**config.mk**
```make
export PLATFORM = sky130hd
export DESIGN_NAME = conf_bus_master_flat
export DESIGN_NICKNAME = d
export VERILOG_FILES = /design/src/rtl/conf_bus_master_if.sv /design/src/rtl/conf_bus_master.sv /design/src/flat_wrapper.sv
export SDC_FILE = /design/constraint.sdc
export NUM_CORES = 1
export LEC_CHECK = 0
export ABC_AREA = 1
export CAP_MARGIN = 20
export CORE_MARGIN = 1.5
export CORE_UTILIZATION = 40
export CTS_CLUSTER_SIZE = 28
export DETAILED_ROUTE_END_ITERATION = 6
export PLACE_DENSITY = 0.82
export RECOVER_POWER = 50
export SYNTH_ARGS = -nofsm -noshare
export SYNTH_HDL_FRONTEND = slang
export SYNTH_SLANG_ARGS = --single-unit
```
**constraint.sdc**
```tcl
create_clock -name clk -period 2.1 [get_ports clk]
set_clock_uncertainty 0.1 [all_clocks]
set_input_delay 0.42 -clock clk [delete_from_list [all_inputs] [get_ports clk]]
set_output_delay 0.42 -clock clk [all_outputs]
set_load 0.1 [all_outputs]
```
**src/rtl/conf_bus_master_if.sv**
```systemverilog
// conf_bus_master_if: groups the CPU request/response handshake and the
// configuration-register bus. The master modport is the bus initiator
// (conf_bus_master). The slave modport is the CPU plus responder side.
// Only XLEN = 32 is supported.
interface conf_bus_master_if #(
    parameter int XLEN = 32
);
    // CPU request channel
    logic            req_valid;
    logic            req_ready;
    logic            req_we;
    logic [1:0]      req_size;
    logic            req_signed;
    logic [XLEN-1:0] req_addr;
    logic [XLEN-1:0] req_wdata;

    // CPU response channel
    logic            resp_valid;
    logic            resp_ready;
    logic [XLEN-1:0] resp_rdata;
    logic            resp_err;

    // configuration-register bus
    logic            conf_en;
    logic [3:0]      conf_wen;
    logic [XLEN-1:0] conf_addr;
    logic [XLEN-1:0] conf_wdata;
    logic [XLEN-1:0] conf_rdata;

    modport master (
        input  req_valid, req_we, req_size, req_signed, req_addr, req_wdata,
        input  resp_ready, conf_rdata,
        output req_ready, resp_valid, resp_rdata, resp_err,
        output conf_en, conf_wen, conf_addr, conf_wdata
    );

    modport slave (
        output req_valid, req_we, req_size, req_signed, req_addr, req_wdata,
        output resp_ready, conf_rdata,
        input  req_ready, resp_valid, resp_rdata, resp_err,
        input  conf_en, conf_wen, conf_addr, conf_wdata
    );
endinterface

```
**src/rtl/conf_bus_master.sv**
```systemverilog
// conf_bus_master: converts one CPU load/store request into exactly one
// conf-bus access, then returns a buffered response. The block handles byte
// strobes, write-data lane replication, the responder's one-cycle read
// latency, and load extraction with sign or zero extension.
// Optional macro CONF_MASTER_ALIGN_CHECK_EN rejects misaligned half/word
// requests. When it is undefined, the offending low address bits are ignored.
module conf_bus_master #(
    parameter int XLEN = 32
) (
    input logic              clk,
    input logic              reset,      // asynchronous, active low
    conf_bus_master_if.master bus
);
    localparam logic [1:0] IDLE   = 2'd0;
    localparam logic [1:0] ACCESS = 2'd1;
    localparam logic [1:0] RDATA  = 2'd2;
    localparam logic [1:0] RESP   = 2'd3;

    typedef struct packed {
        logic            we;
        logic [1:0]      size;
        logic            sgn;
        logic [XLEN-1:0] addr;
        logic [XLEN-1:0] wdata;
    } req_t;

    logic [1:0]      state;
    req_t            r;
    logic [XLEN-1:0] rbuf;
    logic            ebuf;
    logic            accept;
    logic            req_bad;
    logic [3:0]      strb;
    logic [XLEN-1:0] wrep;
    logic [7:0]      lane_b;
    logic [15:0]     lane_h;
    logic [XLEN-1:0] ld;

    assign accept = (state == IDLE) && bus.req_valid;

    // classify the incoming request; rejected requests never touch the bus
    always_comb begin
        req_bad = (bus.req_size == 2'd3);
`ifdef CONF_MASTER_ALIGN_CHECK_EN
        if (bus.req_size == 2'd1 && bus.req_addr[0])
            req_bad = 1'b1;
        if (bus.req_size == 2'd2 && bus.req_addr[1:0] != 2'd0)
            req_bad = 1'b1;
`endif
    end

    // byte strobes and write-data lane replication from the registered request
    always_comb begin
        strb = 4'b1111;
        wrep = r.wdata;
        case (r.size)
            2'd0: begin
                strb = 4'b0001 << r.addr[1:0];
                wrep = {4{r.wdata[7:0]}};
            end
            2'd1: begin
                strb = r.addr[1] ? 4'b1100 : 4'b0011;
                wrep = {2{r.wdata[15:0]}};
            end
            default: ;
        endcase
    end

    // extract the addressed lane from responder data and extend it
    always_comb begin
        lane_b = 8'(bus.conf_rdata >> {r.addr[1:0], 3'b000});
        lane_h = 16'(bus.conf_rdata >> {r.addr[1], 4'b0000});
        case (r.size)
            2'd0:    ld = {{(XLEN-8){r.sgn & lane_b[7]}}, lane_b};
            2'd1:    ld = {{(XLEN-16){r.sgn & lane_h[15]}}, lane_h};
            default: ld = bus.conf_rdata;
        endcase
    end

    // request FSM and response buffer; reset drops any in-flight transaction
    always_ff @(posedge clk or negedge reset) begin
        if (!reset) begin
            state <= IDLE;
            r     <= '0;
            rbuf  <= '0;
            ebuf  <= 1'b0;
        end else begin
            case (state)
                IDLE: if (accept) begin
                    r <= '{we: bus.req_we, size: bus.req_size, sgn: bus.req_signed,
                           addr: bus.req_addr, wdata: bus.req_wdata};
                    if (req_bad) begin
                        ebuf  <= 1'b1;
                        rbuf  <= '0;
                        state <= RESP;
                    end else begin
                        state <= ACCESS;
                    end
                end
                ACCESS: state <= r.we ? RESP : RDATA;
                RDATA: begin
                    rbuf  <= ld;
                    state <= RESP;
                end
                RESP: if (bus.resp_ready) begin
                    rbuf  <= '0;
                    ebuf  <= 1'b0;
                    state <= IDLE;
                end
                default: state <= IDLE;
            endcase
        end
    end

    // bus outputs are driven only during the single ACCESS cycle
    assign bus.conf_en    = (state == ACCESS);
    assign bus.conf_wen   = (state == ACCESS && r.we) ? strb : 4'b0000;
    assign bus.conf_addr  = (state == ACCESS) ? r.addr : '0;
    assign bus.conf_wdata = (state == ACCESS && r.we) ? wrep : '0;

    assign bus.req_ready  = (state == IDLE);
    assign bus.resp_valid = (state == RESP);
    assign bus.resp_rdata = rbuf;
    assign bus.resp_err   = ebuf;
endmodule

```
**src/flat_wrapper.sv**
```systemverilog
// flat-port wrapper written by rule: the top's interface ports become plain ports
module conf_bus_master_flat 
#(
    parameter int XLEN = 32
)
  (clk, reset, bus_req_valid, bus_req_we, bus_req_size, bus_req_signed, bus_req_addr, bus_req_wdata, bus_resp_ready, bus_conf_rdata, bus_req_ready, bus_resp_valid, bus_resp_rdata, bus_resp_err, bus_conf_en, bus_conf_wen, bus_conf_addr, bus_conf_wdata);
  conf_bus_master_if #(.XLEN(XLEN)) bus_i ();
  input logic clk;
  input logic reset;
  input wire logic [$bits(bus_i.req_valid)-1:0] bus_req_valid;
  input wire logic [$bits(bus_i.req_we)-1:0] bus_req_we;
  input wire logic [$bits(bus_i.req_size)-1:0] bus_req_size;
  input wire logic [$bits(bus_i.req_signed)-1:0] bus_req_signed;
  input wire logic [$bits(bus_i.req_addr)-1:0] bus_req_addr;
  input wire logic [$bits(bus_i.req_wdata)-1:0] bus_req_wdata;
  input wire logic [$bits(bus_i.resp_ready)-1:0] bus_resp_ready;
  input wire logic [$bits(bus_i.conf_rdata)-1:0] bus_conf_rdata;
  output wire logic [$bits(bus_i.req_ready)-1:0] bus_req_ready;
  output wire logic [$bits(bus_i.resp_valid)-1:0] bus_resp_valid;
  output wire logic [$bits(bus_i.resp_rdata)-1:0] bus_resp_rdata;
  output wire logic [$bits(bus_i.resp_err)-1:0] bus_resp_err;
  output wire logic [$bits(bus_i.conf_en)-1:0] bus_conf_en;
  output wire logic [$bits(bus_i.conf_wen)-1:0] bus_conf_wen;
  output wire logic [$bits(bus_i.conf_addr)-1:0] bus_conf_addr;
  output wire logic [$bits(bus_i.conf_wdata)-1:0] bus_conf_wdata;
  assign bus_i.req_valid = bus_req_valid;
  assign bus_i.req_we = bus_req_we;
  assign bus_i.req_size = bus_req_size;
  assign bus_i.req_signed = bus_req_signed;
  assign bus_i.req_addr = bus_req_addr;
  assign bus_i.req_wdata = bus_req_wdata;
  assign bus_i.resp_ready = bus_resp_ready;
  assign bus_i.conf_rdata = bus_conf_rdata;
  assign bus_req_ready = bus_i.req_ready;
  assign bus_resp_valid = bus_i.resp_valid;
  assign bus_resp_rdata = bus_i.resp_rdata;
  assign bus_resp_err = bus_i.resp_err;
  assign bus_conf_en = bus_i.conf_en;
  assign bus_conf_wen = bus_i.conf_wen;
  assign bus_conf_addr = bus_i.conf_addr;
  assign bus_conf_wdata = bus_i.conf_wdata;
  conf_bus_master #(.XLEN(XLEN)) u_core (.clk(clk), .reset(reset), .bus(bus_i));
endmodule
```
==> results of run 1 <==
-- critical path, stage by stage, from the launching register on --
cell      delay, ps
dfrtp_1         400
inv_2            80
ha_4            180
buf_6           130
nand2_8          70
o21ai_4         200
o21ai_1          90
bufinv_8        190
buf_12          160
-- per-layer routing --
metal | wire length, um | part of all wire, % | up-vias
met2 | 9570 | 52 | 206
met5 | 0 | 0 | -
met3 | 1540 | 8.3 | 15
met1 | 7230 | 39 | 2574
met4 | 216 | 1.2 | 0
li1 | - | - | 2461
-- kinds of logic (layout without fill, tap and decap cells) --
group / Yosys count / in the layout / share of synthesized area (%)
adders and majority gates: 5 / 5 / 1.19
DFF: 103 / 103 / 48.9
AOI/OAI and AO/OA: 70 / 70 / 7.66
muxes: 56 / 56 / 12.0
buffers and inverters: 99 / 338 / 8.02
and+or+nand+nor: 292 / 293 / 22.3
-- state kept, by name, indices dropped and copies added, names as in the netlist --
register / cells
u_core.state: 2
u_core.bus.resp_err: 1
u_core.bus.resp_rdata: 32
u_core.r: 68
-- metrics by stage --
step                      cell area [um2]  setup WS, ps  setup TNS [ps]  hold slack (ps)  utilization [%]
after detailed placement             8800          -121            -437              301             69.1
after global routing                 9500          -356          -14290              409             74.6
final                                9500          -299           -9690              382             74.6
after global placement               8800          59.2               0              295             69.1
after CTS                            9280          -229          -10260              388             72.9
after floorplan                      5750          -427          -48810             24.4                -
-- layout make-up --
class	count	share of cell area, %
clock buffer	10	2.52
clock inverter	6	0.949
inverter	68	4.60
multi-input combinational	424	29.3
sequential	103	27.2
tap	172	2.27
timing repair buffer	254	33.2
-- Yosys cell counts --
| master | count |
|---|---|
| o221a_1 | 2 |
| a22oi_1 | 1 |
| mux2_2 | 56 |
| inv_1 | 59 |
| nand3_2 | 1 |
| buf_1 | 2 |
| buf_4 | 4 |
| nand3_4 | 2 |
| clkbuf_1 | 6 |
| nand2_1 | 186 |
| o21ai_0 | 33 |
| o221a_2 | 5 |
| inv_2 | 9 |
| nor2_2 | 2 |
| buf_6 | 2 |
| nand3_1 | 29 |
| o21ai_1 | 3 |
| ha_1 | 5 |
| a21oi_1 | 22 |
| dfrtp_1 | 103 |
| nor2_1 | 68 |
| buf_2 | 17 |
| o22ai_1 | 2 |
| a31oi_1 | 1 |
| a221oi_1 | 1 |
| nand2_2 | 1 |
| nor3_1 | 3 |
-- worst paths after layout --
| check | from | endpoint | slack, ps | cells after the start |
|---|---|---|---|---|
| min reg2reg | u_core.bus.resp_rdata[19]$_DFFE_PN0P_ | u_core.bus.resp_rdata[19]$_DFFE_PN0P_ | 380 | 2 |
| max reg2reg | u_core.state[1]$_DFFE_PN0P_ | u_core.bus.resp_rdata[14]$_DFFE_PN0P_ | 130 | 10 |
| min in group asynchronous | reset | u_core.bus.resp_rdata[18]$_DFFE_PN0P_ | 580 | 2 |
| max in group asynchronous | reset | u_core.r[66]$_DFFE_PN0P_ | 180 | 3 |
| min | u_core.bus.resp_rdata[19]$_DFFE_PN0P_ | u_core.bus.resp_rdata[19]$_DFFE_PN0P_ | 380 | 2 |
| max | u_core.state[1]$_DFFE_PN0P_ | bus_conf_wdata[11] | -300 | 8 |
-- repair_timing --
| action | in CTS | in global routing |
|---|---|---|
| buffers inserted | 5 | 7 |
| hold buffers | 1 | 0 |
| hold endpoints to repair | 30 | 0 |
| endpoints found under the setup margin | 70 | 77 |
| pin swaps | 2 | 4 |
| resized for setup | 36 | 51 |
| gates cloned | 1 | 3 |
==> summary.md, run 1 <==
| Metric | Value |
|---|---|
| GR Util met3 | 8.72% |
| Core footprint | 12700 um2 |
| Filler Cells Inserted | 882 |
| Synthesized instance count | 625 |
| Height of the die | 118 um |
| Worst-margin pin slew | 803 ps |
| Number of nets in the layout | 969 |
| Post-route ant nets | 0 |
| Initial Util | 41.5% |
| RSZ-0062 raised after global routing | true |
| H-tree Lvls | 3 |
| Non-Filler Instances | 1037 |
| Vias in the first global route | 5273 |
| Starting DRT DRC Count | 525 |
| Mean Syn Cell Area | 8.44 um2 |
| Reg clk slew, reported paths | approximately 70 ps |
| Synth area leader | dfrtp_1 |
| Grt ovf | 0 |
| Sink Count | 103 |
| Yosys Warn Count | 0 |
| Yosys reg bits | 103 |
| Io pins | about 210 |
| Max Cap Violations | 0 |
| Seq. cell area | 2580 um2 |
| CTS root buffer | clkbuf_16 |
| Largest net degree at the start of global routing | 46 |
| Worst setup SP type | flop |
| Die area | between 10000 and 15000 um2 |
| Routability congestion estimate | 0.909 |
| Mapped Area | 5280 um2 |
| N_diodes | 0 |
| Req. time, crit path | 1580 ps |
| Failing checks | negative setup slack |
| Setup Viol. Count Final | 69 |
| Top cell type's share of synthesized area | 48.9% |
| Initial antenna violation count | 0 |
| Minimum clock period | ~2400 ps |
| Post-Place Cells | 1004 |
| Met2 usage | 45.0% |
| Area growth from synthesis to layout | 80.0% |
| Run status | complete, but fails checks |
| Final max-slew violation count | 0 |
| Count of cell types in the netlist | 27 |
| CTS tree | yes |
| Multi-input combinational cell area | 2780 um2 |
| Syn_nets | 734 |
| Total wire length | 18.6 mm |
| Most frequent cells in the layout | nand2_1, clkdlybuf4s50_1, dfrtp_1 |
| Crit end category | primary output |
| WL/cell | ~18 um |
| Via-to-Cell Ratio | 5.07 |
| Share of layout cells above drive strength 1 | 41.0% |
| Die W | 118 um |
| CTS Buf Count | 9 |
| DR DRC count | 0 |
| Setup slack after layout | -299 ps |
| Met1 Usage GRT | 31.7% |
| DP HPWL | 12.8 mm |
| Crit path kind | reg2out |
| Port Buffer Count | between 200 and 250 |
| Most common cell after layout, fill and taps aside | nand2_1 |
| Worst-path fanout max | 4 |
| Sequential share of the synthesized area | 48.9% |
| GRT Overall Usage | 26.3% |
| Routed vias | 5256 |
| DR pass1 iterations | 5 |
| Synth area leaders | dfrtp_1, nand2_1, mux2_2 |
| Tcrit/Tclk final | 114% |
| Most Crowded Layer GR | met2 |
| Final hold violation count | 0 |
| Clock Latency Late Sink | between 300 and 400 ps |
| CP Data Arrival Time | approximately 1900 ps |
| Global-route wire length before repair | roughly 28 mm |
| Row count | 41 |
| Max-slew headroom | 46.4% |
| Worst Hold Class | reg2reg |
| Maximum buffer depth of the clock tree | 2 |
| Fmax | 417 MHz |
Power of run 1 is left out: the tool's default activity adds up to more than one toggle a clock period on the data nets, which glitch-free logic cannot reach.
==> run 2: changes to the inputs <==
--- a/config.mk
+++ b/config.mk
@@ -6,6 +6,7 @@
 export NUM_CORES = 1
 export LEC_CHECK = 0
 export ABC_AREA = 1
+export ABC_CLOCK_PERIOD_IN_PS = 2100
 export CAP_MARGIN = 20
 export CORE_MARGIN = 1.5
 export CORE_UTILIZATION = 40
==> results of run 2 <==
No change in the layout: final DEF, timing and power equal those of run 1.
Power of run 2 is left out for the same reason.
